$ cat src/rtl/snn_pkg.sv
// Shared definitions for the spiking front-end: FSM encodings and a
// width helper usable in constant expressions.
package snn_pkg;

    localparam logic [1:0] ST_IDLE  = 2'd0;
    localparam logic [1:0] ST_CLEAR = 2'd1;
    localparam logic [1:0] ST_RUN   = 2'd2;
    localparam logic [1:0] ST_DONE  = 2'd3;

    function automatic int clog2(input int v);
        int r;
        r = 0;
        for (int i = 0; i < 31; i++) begin
            if ((1 << i) < v) r = i + 1;
        end
        return r;
    endfunction

endpackage

$ cat src/rtl/rate_accumulator.sv
// One rate-coding channel: latched pixel, phase accumulator and the
// registered carry-out spike.
module rate_accumulator
    import snn_pkg::*;
#(
    parameter int W = 8
) (
    input  logic         clk,
    input  logic         rst,
    input  logic         load_i,
    input  logic         run_i,
    input  logic         clear_i,
    input  logic [W-1:0] pix_i,
    output logic         spike_o
);

    logic [W-1:0] pix_q;
    logic [W-1:0] acc_q;
    logic         spike_q;
    logic [W:0]   sum;

    // Carry out of the wrapping accumulator is the spike.
    assign sum     = {1'b0, acc_q} + {1'b0, pix_q};
    assign spike_o = spike_q;

    always_ff @(posedge clk or negedge rst) begin
        if (!rst) begin
            pix_q   <= '0;
            acc_q   <= '0;
            spike_q <= 1'b0;
        end else if (load_i) begin
            pix_q   <= pix_i;
            acc_q   <= '0;
            spike_q <= 1'b0;
        end else if (clear_i) begin
            acc_q   <= '0;
            spike_q <= 1'b0;
        end else if (run_i) begin
            acc_q   <= sum[W-1:0];
            spike_q <= sum[W];
        end else begin
            spike_q <= 1'b0;
        end
    end

endmodule

$ cat src/rtl/spike_rate_encoder.sv
// Frame sequencer: accepts a pixel frame, pulses a layer clear, then
// streams TIME_STEPS rate-coded spike beats and signals completion.
module spike_rate_encoder
    import snn_pkg::*;
#(
    parameter int NUM_INPUTS  = 4,
    parameter int PIXEL_WIDTH = 8,
    parameter int TIME_STEPS  = 16
) (
    input  logic                            clk,
    input  logic                            rst,
    input  logic                            pixel_valid,
    input  logic [NUM_INPUTS*PIXEL_WIDTH-1:0] pixel_data,
    output logic                            pixel_ready,
    input  logic                            abort,
    output logic                            layer_clr,
    output logic [NUM_INPUTS-1:0]           spike_out,
    output logic                            spike_valid,
    output logic                            frame_done,
    output logic                            busy
);

    localparam int CW = clog2(TIME_STEPS + 1);
    localparam logic [CW-1:0] LAST = CW'(TIME_STEPS - 1);

    logic [1:0]    state_q, state_d;
    logic [CW-1:0] step_q, step_d;
    logic          layer_clr_q, spike_valid_q, frame_done_q;
    logic          load, run, clr, done_d;

    always_comb begin
        state_d = state_q;
        step_d  = step_q;
        load    = 1'b0;
        run     = 1'b0;
        clr     = 1'b0;
        done_d  = 1'b0;
        if (abort && state_q != ST_IDLE) begin
            state_d = ST_IDLE;
            clr     = 1'b1;
        end else begin
            unique case (state_q)
                ST_IDLE: begin
                    // An abort seen in IDLE still blocks acceptance.
                    if (pixel_valid && !abort) begin
                        load    = 1'b1;
                        step_d  = '0;
                        state_d = ST_CLEAR;
                    end
                end
                ST_CLEAR: state_d = ST_RUN;
                ST_RUN: begin
                    run    = 1'b1;
                    step_d = step_q + 1'b1;
                    if (step_q == LAST) state_d = ST_DONE;
                end
                ST_DONE: begin
                    done_d  = 1'b1;
                    state_d = ST_IDLE;
                end
            endcase
        end
    end

    always_ff @(posedge clk or negedge rst) begin
        if (!rst) begin
            state_q       <= ST_IDLE;
            step_q        <= '0;
            layer_clr_q   <= 1'b0;
            spike_valid_q <= 1'b0;
            frame_done_q  <= 1'b0;
        end else begin
            state_q       <= state_d;
            step_q        <= step_d;
            layer_clr_q   <= load;
            spike_valid_q <= run;
            frame_done_q  <= done_d;
        end
    end

    for (genvar g = 0; g < NUM_INPUTS; g++) begin : g_ch
        rate_accumulator #(
            .W(PIXEL_WIDTH)
        ) u_acc (
            .clk    (clk),
            .rst    (rst),
            .load_i (load),
            .run_i  (run),
            .clear_i(clr),
            .pix_i  (pixel_data[g*PIXEL_WIDTH +: PIXEL_WIDTH]),
            .spike_o(spike_out[g])
        );
    end

    assign pixel_ready = (state_q == ST_IDLE);
    assign busy        = (state_q != ST_IDLE);
    assign layer_clr   = layer_clr_q;
    assign spike_valid = spike_valid_q;
    assign frame_done  = frame_done_q;

endmodule

$ cat config.mk
export PLATFORM = sky130hd
export DESIGN_NAME = spike_rate_encoder
export DESIGN_NICKNAME = d
export VERILOG_FILES = /design/src/rtl/snn_pkg.sv /design/src/rtl/rate_accumulator.sv /design/src/rtl/spike_rate_encoder.sv
export SDC_FILE = /design/constraint.sdc
export NUM_CORES = 1
export LEC_CHECK = 0
export ABC_AREA = 1
export BUFFER_PORTS_ARGS = -buffer_cell sky130_fd_sc_hd__buf_2
export CORE_MARGIN = 10
export CORE_UTILIZATION = 64
export CTS_CLUSTER_SIZE = 30
export DETAILED_ROUTE_END_ITERATION = 6
export PLACE_DENSITY = 0.86
export SLEW_MARGIN = 25
export SYNTH_ARGS = -nofsm -noshare
export SYNTH_HDL_FRONTEND = slang
export SYNTH_HIERARCHICAL = 1
export SYNTH_SLANG_ARGS = --single-unit
$ cat constraint.sdc
create_clock -name clk -period 6.2 [get_ports clk]
set_input_delay 1.24 -clock clk [delete_from_list [all_inputs] [get_ports clk]]
set_output_delay 1.24 -clock clk [all_outputs]
set_load 0.005 [all_outputs]
# Word-level counts from Yosys, hierarchy flattened
# Cells that the tools add are included.
[word_totals] regBits=78 input_bits=36 out_inout_bits=9 wordCells=77
[classes] addsub=5 n_eq_ne=7 muxes=38 n_bitwise=1 n_reduce_logical=9
[op_table] op="$mux 8" count=12
[op_table] op="$add 8x8->9" count=4
[op_table] op="$mux 1" count=20
[op_table] op="$pmux 5 s2" count=1
[op_table] op="$pmux 2 s4" count=1
[op_table] op="$mux 2" count=3
[op_table] op="$add 5x1->5 const B" count=1
[op_table] op="$eq 5x4->1 const B" count=1
[op_table] op="$mux 5" count=1
[op_table] op="$eq 2x2->1 const B" count=2
[op_table] op="$reduce_bool 2->1" count=2
[op_table] op="$ne 3x1->1 const B" count=1
[op_table] op="$ne 3x3->1 const B" count=1
[op_table] op="$reduce_and 3->1" count=1
[op_table] op="$reduce_bool 3->1" count=1
[op_table] op="$eq 2x1->1 const B" count=1
[op_table] op="$logic_and 1x1->1" count=2
[op_table] op="$logic_not 2->1" count=1
[op_table] op="$ne 2x1->1 const B" count=1
[op_table] op="$reduce_and 2->1" count=1
[op_table] op="$logic_not 1->1" count=1
[op_table] op="$not 1->1" count=1

# Depth between registers and ports, before layout
[depth] ltp_word=6 mapped_depth=10 ltp_nobuf=9

# By module
# Netlist, hierarchy kept.
[modules_own_cells] mod="rate_accumulator at g_ch[1].u_acc ..." n_inst=3 cells_each=103 area_per_inst_um2=972.2 seq_area_each_um2=425.4
[modules_own_cells] mod="rate_accumulator at g_ch[0].u_acc" n_inst=1 cells_each=103 area_per_inst_um2=975.9 seq_area_each_um2=425.4
[modules_own_cells] mod="spike_rate_encoder" n_inst=1 cells_each=62 area_per_inst_um2=561.8 seq_area_each_um2=250.2

# Worst setup path before layout
# Ideal clock, no wire load.
[synth_path] path_type="input to register" start="input port abort" end="register g_ch[0].u_acc.acc_q[0]" setup_time_ns=0.121 arrival_time_ns=2.436 t_required_ns=6.079 slack_ns=3.643 cell_stages=6 n_path_buf=0 cell_sequence="inv_2 > nor2_2 > nor2_4 > nand2_2 > inv_4 > a22o_1"
[synth_between] elab_cells_between_ends=11 classes_between="mux (7); reduce/logical (4)"
[synth_lines] element="from (decl)" line_no="spike_rate_encoder.sv:15" text="input logic abort,"
[synth_lines] element="$logic_and 1x1->1 *" line_no="spike_rate_encoder.sv:38" text="if (abort && state_q != ST_IDLE) begin"
[synth_lines] element="$mux 1 *" line_no="spike_rate_encoder.sv:38"
[synth_lines] element="named net clr" line_no="spike_rate_encoder.sv:29" text="logic load, run, clr, done_d;"
[synth_lines] element="$mux 8" line_no="rate_accumulator.sv:35" text="end else if (clear_i) begin"
[synth_lines] element="$mux 8" line_no="rate_accumulator.sv:31" text="end else if (load_i) begin"
[synth_lines] element="to (signal assigned)" line_no="rate_accumulator.sv:39" text="acc_q <= sum[W-1:0];"
[synth_lines] element="to (decl)" line_no="rate_accumulator.sv:18" text="logic [W-1:0] acc_q;"
# The timed path passes the listed nets; every way through them passes the cells marked *.
# A chain may end at the register's enable or synchronous reset.

# Worst setup path in the final report
[layout_path] start="input port abort" end="register g_ch[1].u_acc.acc_q[1]"
[layout_between] elab_chain_cells=6 elab_cells_between_ends=11 classes_between="mux (7); reduce/logical (4)"
[layout_lines] element="$logic_not 1->1" line_no="spike_rate_encoder.sv:45" text="if (pixel_valid && !abort) begin"
[layout_lines] element="$logic_and 1x1->1" line_no="spike_rate_encoder.sv:45"
[layout_lines] element="$mux 1" line_no="spike_rate_encoder.sv:45"
[layout_lines] element="$mux 1" line_no="spike_rate_encoder.sv:42" text="unique case (state_q)"
[layout_lines] element="$mux 1 *" line_no="spike_rate_encoder.sv:38"
[layout_lines] element="named net load" line_no="spike_rate_encoder.sv:29"
[layout_lines] element="$reduce_bool 3->1 (no line) or $mux 8 (tied branches)"
[layout_lines] element="to (signal assigned)" line_no="rate_accumulator.sv:39"
[layout_lines] element="to (decl)" line_no="rate_accumulator.sv:18"
# Marked as above.

==> impl_metrics.tcl <==
set metrics [dict create \
    status "complete, no violations" \
    cts_setup_buffers 0 \
    io_pins 45 \
    grt_pass1_vias 3496 \
    fmax_ghz 0.3763 \
    grt_max_degree 79 \
    regArea_um2 1952 \
    drc 0 \
    synth_mux_area_frac 0.08090 \
    synth_compound_area_frac 0.07135 \
    clk_pin_slew_ns 0.08 \
    r2r_end "g_ch[1].u_acc/acc_q[1]$_DFFE_PN0P_" \
    drive_gt1_frac 0.2340 \
    gp_congestion 0.8581 \
    rsz0062_at_grt "false" \
    rows 30 \
    hp-start "g_ch[1].u_acc/acc_q[7]$_DFFE_PN0P_" \
    clock_skew_ns 0.006121 \
    dp_hpwl_um 6279 \
    synth_cell_types 29 \
    first_iter_violations 131 \
    setup_viol 0 \
    drv_slew 0 \
    h-tree-depth 3 \
    ys_ff_latch 78 \
    yosys.area_share.adder 0.1219 \
    cts_buffer_depth 2 \
    maxCapViolations 0 \
    cts_tree "built" \
    port_buffers 44 \
    start_kind "input port" \
    period_needed_ns 2.658 \
    crit_type "in -> reg" \
    die_area_um2 10700 \
    synth_common_cells "137 x nand2_1, 78 x dfrtp_1, 37 x ha_1" \
    n_fill_cell 474 \
    syn_to_final_growth_pct 10.51 \
    start_util 0.6556 \
    vias_per_cell 5.409 \
    clkSinkCount 78 \
    multiInputGateArea_um2 2297 \
    ant_nets 0 \
    worstPathArrival_ns 2.91 \
    postSynthCellCount 474 \
    async_reset_ff_frac 1.000 \
    wirelength_um 8653 \
    vdd_drop_max_mv 0.2383 \
    grt_antenna_before_repair 0 \
    ctsResizeCount 0 \
    num_vias 3386 \
    critPathMaxFanout 41 \
    die_h_um 103.4 \
    hold_class "reg -> reg" \
    avgSynthCellArea_um2 9.397 \
    cp.required_ns 6.46 \
    relSlewSlack 0.3238 \
    nets 602 \
    holdPathStages 2 \
    crit_path_end_kind "register" \
    hold_viol 0 \
    synth_top_family_by_area "simple AND/OR/NAND/NOR gates" \
    cts_hold_buf 0 \
    grtUsageTotal 0.1752 \
    synth_top_cell_by_area "dfrtp_1" \
    netlist.area_leader.share 0.4382 \
    ys.flop_type "dfrtp_1" \
    core-area_um2 6794 \
    grt_pass1_wl_um 14870 \
    synth_edf_count 0 \
    yosysSeqAreaShare 0.4382 \
    synth_most_common_cell "nand2_1" \
    syn_area_um2 4454 \
    reg2reg_from "state_q[0]$_DFFE_PN0P_" \
    syn_nets 551 \
    yosys_warnings 6 \
    die_w_um 103.4 \
    post-route-period-util 0.4286 \
    rr_worst_depth 8 \
    fin_util 0.7245 \
    cts_buffers 9 \
    wl_per_cell_um 13.82 \
    worst_pin_slew_ns 1.013 \
    grt_overflow 0 \
    setup_tns_ns 0 \
    r2r_setup_slack_ns 3.82 \
    p_per_area_nw_per_um2 503.9 \
    synth_xor_xnor_area_share 0.009831 \
    dr.pass1.iters 4 \
    root_buffer "clkbuf_8" \
    p_leak_uw 0.002634 \
    clkLatencyLatePin_ns 0.36 \
    diodes 0 \
    whs_endpoint "g_ch[1].u_acc/acc_q[7]$_DFFE_PN0P_" \
    synthSimpleGateAreaFrac 0.2317 \
    synth_area_leaders "dfrtp_1 44%, nand2_1 12%, ha_1 10%" \
]
placed cells by master (no fill, tap or decap), types with 6 or more instances in the layout:
master and instances:
a21oi_1 20, a22o_1 8, buf_2 43, clkbuf_8 9, dfrtp_1 78, ha_1 37, inv_1 35, inv_2 6
mux2_2 32, nand2_1 137, nand2_2 7, nand3_1 33, nand3b_1 9, nor2_1 12, o21ai_0 8, o21ai_2 6
layer usage:
layer | GRT usage | wire [µm] | up-vias | part of all wire
li1 | - | - | 1694 | -
met1 | 0.2059 | 3850 | 1598 | 0.44
met2 | 0.2934 | 4187 | 76 | 0.48
met3 | 0.02857 | 355 | 18 | 0.041
met4 | 0.1091 | 259 | 0 | 0.030
met5 | 0 | 0 | - | 0
power by group:
part | switching [µW] | internal [µW]
clock network | 189 | 144
registers | 152 | 727
logic | 734 | 536
registers in the layout, summed over array words and instances, names as in the netlist:
register,flops
g_ch.u_acc/spike_o,4
g_ch.u_acc/acc_q,32
g_ch.u_acc/pix_q,32
frame_done,1
state_q,2
layer_clr,1
step_q,5
spike_valid,1
cell families (layout without fill, tap and decap cells):
logic type                 after synthesis  after routing
xor gates and xnor gates                 5              5
buffers and inverters                   46            102
and+or+nand+nor                        221            221
DFF                                     78             78
muxes                                   32             32
adders and majority gates               41             41
AOI/OAI and AO/OA                       51             51
worst max-delay path by stage:
stage	startpoint	end	slack (ns)	depth (start not counted)
3_5_place_dp	abort	g_ch[1].u_acc/acc_q[1]$_DFFE_PN0P_	3.15	8
5_1_grt	abort	g_ch[1].u_acc/acc_q[0]$_DFFE_PN0P_	3.39	8
4_1_cts	abort	g_ch[1].u_acc/acc_q[1]$_DFFE_PN0P_	3.54	8
2_1_floorplan	abort	g_ch[0].u_acc/acc_q[0]$_DFFE_PN0P_	3.64	6
6_report	abort	g_ch[1].u_acc/acc_q[1]$_DFFE_PN0P_	3.54	8
3_3_place_gp	abort	g_ch[1].u_acc/acc_q[1]$_DFFE_PN0P_	3.23	8
through the flow:
step | instances | instance area, µm² | total power [µW] | hold WS, ns | setup slack, ns
4_1_cts | 626 | 4918 | 2493 | 0.4927 | 3.539
3_5_place_dp | 610 | 4752 | 2141 | 0.4736 | 3.145
5_1_grt | 626 | 4922 | 2721 | 0.5134 | 3.386
6_report | 626 | 4922 | 2480 | 0.4901 | 3.542
2_1_floorplan | 474 | 4454 | 1856 | 0.4530 | 3.643
3_3_place_gp | 610 | 4752 | 2063 | 0.4650 | 3.232
worst max-delay path, stage by stage:
cell	delay, ns
buf_2	0.12
inv_2	0.09
nand3_2	0.15
inv_2	0.78
nor2_2	0.09
nand2_2	0.13
inv_2	0.09
a22o_1	0.21
cell type report:
| type | instances | area share |
|---|---|---|
| clock buffers | 10 | 0.02593 |
| clock inverters | 6 | 0.007880 |
| inverters | 42 | 0.03254 |
| multi-input cells | 350 | 0.4667 |
| flip-flops and latches | 78 | 0.3965 |
| well taps | 96 | 0.02440 |
| repair buffers | 44 | 0.04601 |
Power figures use the tool's default switching activity.
